### src/rtl/chisq_units_merge_fsm_pkg.sv
// chisq_units_merge_fsm_pkg: selector encodings shared with the round-robin distributor
package chisq_units_merge_fsm_pkg;
    localparam int NUM_UNITS = 3;
    typedef enum logic [1:0] {SEL1 = 2'b00, SEL2 = 2'b01, SEL3 = 2'b10} sel_state_t;
    function automatic sel_state_t next_sel(input sel_state_t s);
        return s == SEL1 ? SEL2 : s == SEL2 ? SEL3 : SEL1;
    endfunction
endpackage

### src/rtl/chisq_units_merge_fsm_if.sv
// chisq_units_merge_fsm_if: per-unit result inputs and merged output stream
interface chisq_units_merge_fsm_if #(parameter int W = 32);
    import chisq_units_merge_fsm_pkg::*;
    logic [NUM_UNITS-1:0]   res_valid;
    logic [NUM_UNITS*W-1:0] res_data;
    logic [NUM_UNITS-1:0]   res_ev;
    logic [NUM_UNITS-1:0]   almost_full;
    logic [W-1:0]           out_data;
    logic                   out_ev;
    logic                   out_valid;
    logic                   out_ready;
    logic [1:0]             sel_unit_out;
    logic [NUM_UNITS-1:0]   ovf;
    modport master (
        output res_valid, res_data, res_ev, out_ready,
        input  almost_full, out_data, out_ev, out_valid, sel_unit_out, ovf
    );
    modport slave (
        input  res_valid, res_data, res_ev, out_ready,
        output almost_full, out_data, out_ev, out_valid, sel_unit_out, ovf
    );
endinterface

### src/rtl/chisq_res_fifo.sv
// chisq_res_fifo: per-unit result FIFO; writes to a full FIFO are dropped, a word written while empty pops next cycle
module chisq_res_fifo #(
    parameter int WIDTH     = 33,
    parameter int DEPTH     = 16,
    parameter int AF_THRESH = 12
) (
    input  logic                       clock,
    input  logic                       reset,
    input  logic                       wr_en,
    input  logic [WIDTH-1:0]           wr_data,
    input  logic                       rd_en,
    output logic [WIDTH-1:0]           rd_data,
    output logic                       full,
    output logic                       empty,
    output logic [$clog2(DEPTH):0]     count,
    output logic                       almost_full
);
    localparam int AW = $clog2(DEPTH);
    localparam logic [AW:0] FULL_CNT = (AW+1)'(DEPTH);
    localparam logic [AW:0] AF_CNT   = (AW+1)'(AF_THRESH);
    logic [WIDTH-1:0] mem [DEPTH];
    logic [AW-1:0]    wr_ptr, rd_ptr;
    logic             do_wr, do_rd;
    logic [AW:0]      count_nxt;
    always_comb begin
        full      = count == FULL_CNT;
        empty     = count == '0;
        do_wr     = wr_en && !full;
        do_rd     = rd_en && !empty;
        count_nxt = count + (AW+1)'(do_wr) - (AW+1)'(do_rd);
        rd_data   = mem[rd_ptr];
    end
    always_ff @(posedge clock) begin
        if (reset) begin
            wr_ptr      <= '0;
            rd_ptr      <= '0;
            count       <= '0;
            almost_full <= 1'b0;
        end else begin
            wr_ptr      <= do_wr ? wr_ptr + AW'(1) : wr_ptr;
            rd_ptr      <= do_rd ? rd_ptr + AW'(1) : rd_ptr;
            count       <= count_nxt;
            almost_full <= count_nxt >= AF_CNT;
        end
    end
    always_ff @(posedge clock) begin
        if (do_wr) mem[wr_ptr] <= wr_data;
    end
endmodule

### src/rtl/chisq_units_merge_fsm.sv
// chisq_units_merge_fsm: re-serialises three units' result streams in round-robin event order
module chisq_units_merge_fsm
    import chisq_units_merge_fsm_pkg::*;
#(
    parameter int W         = 32,
    parameter int DEPTH     = 16,
    parameter int AF_THRESH = 12
) (
    input logic                    clock,
    input logic                    reset,
    chisq_units_merge_fsm_if.slave bus
);
    localparam int AW = $clog2(DEPTH);
    sel_state_t           state;
    logic [1:0]           cur;
    logic [NUM_UNITS-1:0] full, empty, pop, ovf_q;
    logic [W:0]           head [NUM_UNITS];
    logic [AW:0]          count [NUM_UNITS];
    logic [W:0]           head_sel;
    logic                 do_pop, out_valid_q, out_ev_q;
    logic [W-1:0]         out_data_q;
    assign cur      = state;
    assign head_sel = cur == 2'd1 ? head[1] : cur == 2'd2 ? head[2] : head[0];
    assign do_pop   = |pop;
    for (genvar u = 0; u < NUM_UNITS; u++) begin : g_unit
        assign pop[u] = cur == 2'(u) && !empty[u] && (!out_valid_q || bus.out_ready);
        chisq_res_fifo #(.WIDTH(W + 1), .DEPTH(DEPTH), .AF_THRESH(AF_THRESH)) u_fifo (
            .clock      (clock),
            .reset      (reset),
            .wr_en      (bus.res_valid[u]),
            .wr_data    ({bus.res_ev[u], bus.res_data[u*W +: W]}),
            .rd_en      (pop[u]),
            .rd_data    (head[u]),
            .full       (full[u]),
            .empty      (empty[u]),
            .count      (count[u]),
            .almost_full(bus.almost_full[u])
        );
        a_empty_count: assert property (@(posedge clock) disable iff (reset) empty[u] == (count[u] == '0));
    end
    // State only advances once the end-of-event word has been taken into the output register
    always_ff @(posedge clock) begin
        if (reset) begin
            state       <= SEL1;
            out_valid_q <= 1'b0;
            out_data_q  <= '0;
            out_ev_q    <= 1'b0;
            ovf_q       <= '0;
        end else begin
            ovf_q       <= ovf_q | (bus.res_valid & full);
            out_valid_q <= do_pop ? 1'b1 : out_valid_q && !bus.out_ready;
            out_data_q  <= do_pop ? head_sel[W-1:0] : out_data_q;
            out_ev_q    <= do_pop ? head_sel[W] : out_ev_q;
            state       <= !(state inside {SEL1, SEL2, SEL3}) ? SEL1 :
                           (do_pop && head_sel[W]) ? next_sel(state) : state;
        end
    end
    assign bus.out_valid    = out_valid_q;
    assign bus.out_data     = out_data_q;
    assign bus.out_ev       = out_ev_q;
    assign bus.sel_unit_out = cur;
    assign bus.ovf          = ovf_q;
endmodule

### src/flat_wrapper.sv
// flat-port wrapper written by rule: the top's interface ports become plain ports
module chisq_units_merge_fsm_flat import chisq_units_merge_fsm_pkg::*;
#(
    parameter int W         = 32,
    parameter int DEPTH     = 16,
    parameter int AF_THRESH = 12
)
  (clock, reset, bus_res_valid, bus_res_data, bus_res_ev, bus_out_ready, bus_almost_full, bus_out_data, bus_out_ev, bus_out_valid, bus_sel_unit_out, bus_ovf);
  chisq_units_merge_fsm_if #(.W(W)) bus_i ();
  input logic clock;
  input logic reset;
  input wire logic [$bits(bus_i.res_valid)-1:0] bus_res_valid;
  input wire logic [$bits(bus_i.res_data)-1:0] bus_res_data;
  input wire logic [$bits(bus_i.res_ev)-1:0] bus_res_ev;
  input wire logic [$bits(bus_i.out_ready)-1:0] bus_out_ready;
  output wire logic [$bits(bus_i.almost_full)-1:0] bus_almost_full;
  output wire logic [$bits(bus_i.out_data)-1:0] bus_out_data;
  output wire logic [$bits(bus_i.out_ev)-1:0] bus_out_ev;
  output wire logic [$bits(bus_i.out_valid)-1:0] bus_out_valid;
  output wire logic [$bits(bus_i.sel_unit_out)-1:0] bus_sel_unit_out;
  output wire logic [$bits(bus_i.ovf)-1:0] bus_ovf;
  assign bus_i.res_valid = bus_res_valid;
  assign bus_i.res_data = bus_res_data;
  assign bus_i.res_ev = bus_res_ev;
  assign bus_i.out_ready = bus_out_ready;
  assign bus_almost_full = bus_i.almost_full;
  assign bus_out_data = bus_i.out_data;
  assign bus_out_ev = bus_i.out_ev;
  assign bus_out_valid = bus_i.out_valid;
  assign bus_sel_unit_out = bus_i.sel_unit_out;
  assign bus_ovf = bus_i.ovf;
  chisq_units_merge_fsm #(.W(W), .DEPTH(DEPTH), .AF_THRESH(AF_THRESH)) u_core (.clock(clock), .reset(reset), .bus(bus_i));
endmodule
### config.mk
export PLATFORM = sky130hd
export DESIGN_NAME = chisq_units_merge_fsm_flat
export DESIGN_NICKNAME = d
export VERILOG_FILES = /design/src/rtl/chisq_units_merge_fsm_pkg.sv /design/src/rtl/chisq_units_merge_fsm_if.sv /design/src/rtl/chisq_res_fifo.sv /design/src/rtl/chisq_units_merge_fsm.sv /design/src/flat_wrapper.sv
export SDC_FILE = /design/constraint.sdc
export NUM_CORES = 1
export LEC_CHECK = 0
export BUFFER_PORTS_ARGS = -buffer_cell sky130_fd_sc_hd__buf_2
export CORE_MARGIN = 10
export CORE_UTILIZATION = 55
export DETAILED_ROUTE_END_ITERATION = 8
export MAX_ROUTING_LAYER = met4
export PLACE_DENSITY_LB_ADDON = 0.08
export SYNTH_ARGS = -nofsm -noshare
export SYNTH_HDL_FRONTEND = slang
export SYNTH_SLANG_ARGS = --single-unit
### constraint.sdc
create_clock -name clock -period 5.1 [get_ports clock]
set_input_delay 1.02 -clock clock [delete_from_list [all_inputs] [get_ports clock]]
set_output_delay 1.02 -clock clock [all_outputs]
set_load 0.01 [all_outputs]
==> flow_metrics.env <==
export IMPL_clockBufferDepth=3
export IMPL_drc=0
export IMPL_grt_remaining_overflow=0
export IMPL_die_h_um=361.9
export IMPL_synthTopCellsByArea="edfxtp_1 74%, mux4_2 15%, dfxtp_1 2.9%"
export IMPL_muxShareOfSynthArea=0.1546
export IMPL_cts_htree_levels=4
export IMPL_cpMaxStageDelayCell="nor2_4"
export IMPL_grt_first_pass_wirelength_mm=227.8
export IMPL_crit_path_start_kind="flop"
export IMPL_holdPathStages=2
export IMPL_arrival_ns=3.75
export IMPL_busiest_layer="met2"
export IMPL_end_kind="flop"
export IMPL_grt_use_met1=0.3295
export IMPL_cts_tree="yes"
export IMPL_first_pass_iters=6
export IMPL_fin_ws_ns=1.779
export IMPL_drv_cap=0
export IMPL_place_congestion=0.8420
export IMPL_crit_fanout=18
export IMPL_cts_resized=0
export IMPL_fillers=7895
export IMPL_syn_area_um2=64280
export IMPL_outcome="finished, final reports clean"
export IMPL_synth_avg_cell_area_um2=21.75
export IMPL_initial_core_util=0.5539
export IMPL_post_cts_buffers=0
export IMPL_antenna_found_initial=23
export IMPL_period_needed_ns=3.321
export IMPL_io_pins=147
export IMPL_slew_headroom=0.06336
export IMPL_synthArstFlopShare=0
export IMPL_setup_viol=0
export IMPL_synth_most_common_cell="edfxtp_1"
export IMPL_core_um2=116000
export IMPL_pre_cts_slack_ns=1.430
export IMPL_synth_compound_area_share=0.02460
export IMPL_numPortBuffers=146
export IMPL_clkTransAtPathRegs_ns=0.06
export IMPL_mappedNetlistNets=3094
export IMPL_place_hpwl_mm=95.43
export IMPL_synthSimpleGateAreaFrac=0.02577
export IMPL_grt_pass1_vias=32155
export IMPL_wl_per_cell_um=32.13
export IMPL_ys_flop_type="edfxtp_1"
export IMPL_max_vdd_ir_drop_mv=0.3146
export IMPL_path_depth=7
export IMPL_drt_first_iter_violations=3523
export IMPL_power_density_nw_per_um2=459.4
export IMPL_synth_xor_area_share=0.004088
export IMPL_vias_per_cell=6.348
export IMPL_reg2regPathDepth=7
export IMPL_seq_area_frac_synth=0.7689
export IMPL_yosysTopAreaCell="edfxtp_1"
export IMPL_cts_root_buf="clkbuf_16"
export IMPL_synth_edf_count=1584
export IMPL_syn_to_final_growth_pct=12.86
export IMPL_yosys_top_cells_count="1584 x edfxtp_1, 414 x mux4_2, 113 x nor2_1, 93 x dfxtp_1, 74 x nand2_1"
export IMPL_drive_above_1_share=0.2942
export IMPL_critPathKind="flop to flop"
export IMPL_synth_distinct_cells=61
export IMPL_rsz0062_at_grt="no"
export IMPL_p_leak_nw=22.60
export IMPL_layout_nets=3352
export IMPL_fp_dieW_um=361.9
export IMPL_tritoncts_num_buffers=167
export IMPL_crit_family="simple AND/OR/NAND/NOR gates"
export IMPL_use_met2=0.3729
export IMPL_clock_sinks=1677
export IMPL_grt_max_degree=63
export IMPL_postSynthCellCount=2956
export IMPL_yosys_warnings=0
export IMPL_tns_ns=0
export IMPL_dr_total_vias=31012
export IMPL_crit_buf_inv=2
export IMPL_max_freq_mhz=301.1
export IMPL_postRouteAntennaNets=0
export IMPL_synth_top_area_share=0.7400
export IMPL_ys_ff_latch=1677
export IMPL_cp_cell_sequence="inv_1 -> ha_1 -> nor4bb_1 -> nor2b_1 -> nand2_1 -> nor2_4 -> buf_4"
export IMPL_finalCritPeriodShare=0.6512
export IMPL_die_area_um2=131000
export IMPL_fin_util=0.6252
export IMPL_rows=125
export IMPL_fin_skew_ns=0.02607
export IMPL_synthAdderAreaFrac=0.006774
export IMPL_drv_slew=0
export IMPL_slowest_delay_ns=0.76
export IMPL_hp_class="flop to flop"
export IMPL_final_hold_viol_count=0
export IMPL_use_met3=0.07107
export IMPL_worst_ep_required_time_ns=5.53
export IMPL_grt_use_total=0.2489
export IMPL_wirelength_mm=156.9
export IMPL_cts_hold_buf=0
export IMPL_worstMarginPinSlew_ns=1.402
export IMPL_insertion_delay_ns=0.77
export IMPL_synth_top_family_by_area="multiplexers"
## placed cells by master, fill, tap and decap left out, drive strengths merged, types with 5 or more instances in the layout
cell type | synthesis | final
nand2b | 23 | 23
a21oi | 30 | 30
inv | 22 | 30
nor4 | 7 | 7
nor2b | 21 | 21
bufinv | 0 | 7
ha | 30 | 30
xor2 | 15 | 15
xnor2 | 15 | 15
a221oi | 12 | 12
nor3 | 23 | 23
o311a | 8 | 8
nand3 | 25 | 25
clkinv | 1 | 69
nand2 | 74 | 74
diode | 0 | 13
dfxtp | 93 | 93
edfxtp | 1584 | 1584
o22ai | 16 | 16
a32o | 5 | 5
nand4 | 10 | 10
mux2 | 5 | 5
a311oi | 6 | 6
and2 | 16 | 16
clkbuf | 63 | 216
a31oi | 22 | 22
mux4 | 414 | 414
nor2 | 113 | 113
o21ai | 15 | 15
mux2i | 56 | 56
o21bai | 10 | 10
a22o | 5 | 5
nor4b | 5 | 5
a211oi | 8 | 8
buf | 101 | 253
o2bb2ai | 8 | 8
o311ai | 8 | 8
a22oi | 53 | 53
## state kept, by name, summed over array words and instances (netlist names), named ones only
register	cells
u_core.g_unit.u_fifo.wr_ptr	12
u_core.bus.sel_unit_out	2
u_core.g_unit.u_fifo.count	15
u_core.g_unit.u_fifo.rd_ptr	12
u_core.bus.out_ev	1
u_core.g_unit.u_fifo.almost_full	3
u_core.bus.out_valid	1
u_core.g_unit.u_fifo.mem	1584
u_core.bus.out_data	32
u_core.bus.ovf	3
## metal layers
metal  vias to the layer above  routed length (µm)
met2                      1294               74630
met4                         0                5019
met5                         -                   0
li1                      12909                   -
met1                     16563               62980
met3                       246               14300
## where the power goes
group	switching, mW	internal, mW
clock	5.04	6.63
combinational	3.15	2.34
sequential	0.481	15.7
total	8.68	24.7
## final timing paths
check                                    from                                 end  slack [ns]
min                         u_core.bus.ovf[1]                   u_core.bus.ovf[1]        0.46
max reg2reg  u_core.g_unit[0].u_fifo.count[3]  u_core.g_unit[0].u_fifo.mem[8][29]        1.78
max          u_core.g_unit[0].u_fifo.count[3]  u_core.g_unit[0].u_fifo.mem[8][29]        1.78
min reg2reg                 u_core.bus.ovf[1]                   u_core.bus.ovf[1]        0.46
## per-stage QoR
stage	power (mW)	hold slack, ns	instance area [µm²]	cells
6_report	33.33	0.4645	72550	4885
5_1_grt	34.49	0.4925	72550	4883
4_1_cts	33.59	0.4475	72520	4872
3_5_place_dp	21.97	0.4516	67330	4569
3_3_place_gp	21.81	0.4432	67330	4569
2_1_floorplan	19.83	0.4725	64280	2956
## worst min-delay path, delay by kind of cell (launching register included)
kind / cells / cell delay [ns]
and+or+nand+nor: 1 / 0.07
AOI/OAI and AO/OA: 1 / 0.04
DFF: 1 / 0.32
## kinds of logic (layout without fill, tap and decap cells)
logic type / after synthesis / in the layout
DFF: 1677 / 1677
muxes: 475 / 475
and+or+nand+nor: 335 / 335
AOI/OAI and AO/OA: 219 / 219
buffers and inverters: 187 / 579
adders and majority gates: 33 / 33
xor gates and xnor gates: 30 / 30
other: 0 / 13
## layout make-up
| type | count | area, µm² | share of cell area |
|---|---|---|---|
| repair buffers | 253 | 1649 | 0.02273 |
| clock buffers | 216 | 4538 | 0.06255 |
| flip-flops and latches | 1677 | 49460 | 0.6818 |
| diodes | 13 | 32.53 | 0.0004484 |
| well taps | 1524 | 1907 | 0.02628 |
| inverters | 23 | 86.33 | 0.001190 |
| multi-input cells | 1092 | 14220 | 0.1960 |
| clock inverters | 87 | 654.4 | 0.009020 |
Power figures use the tool's default switching activity.
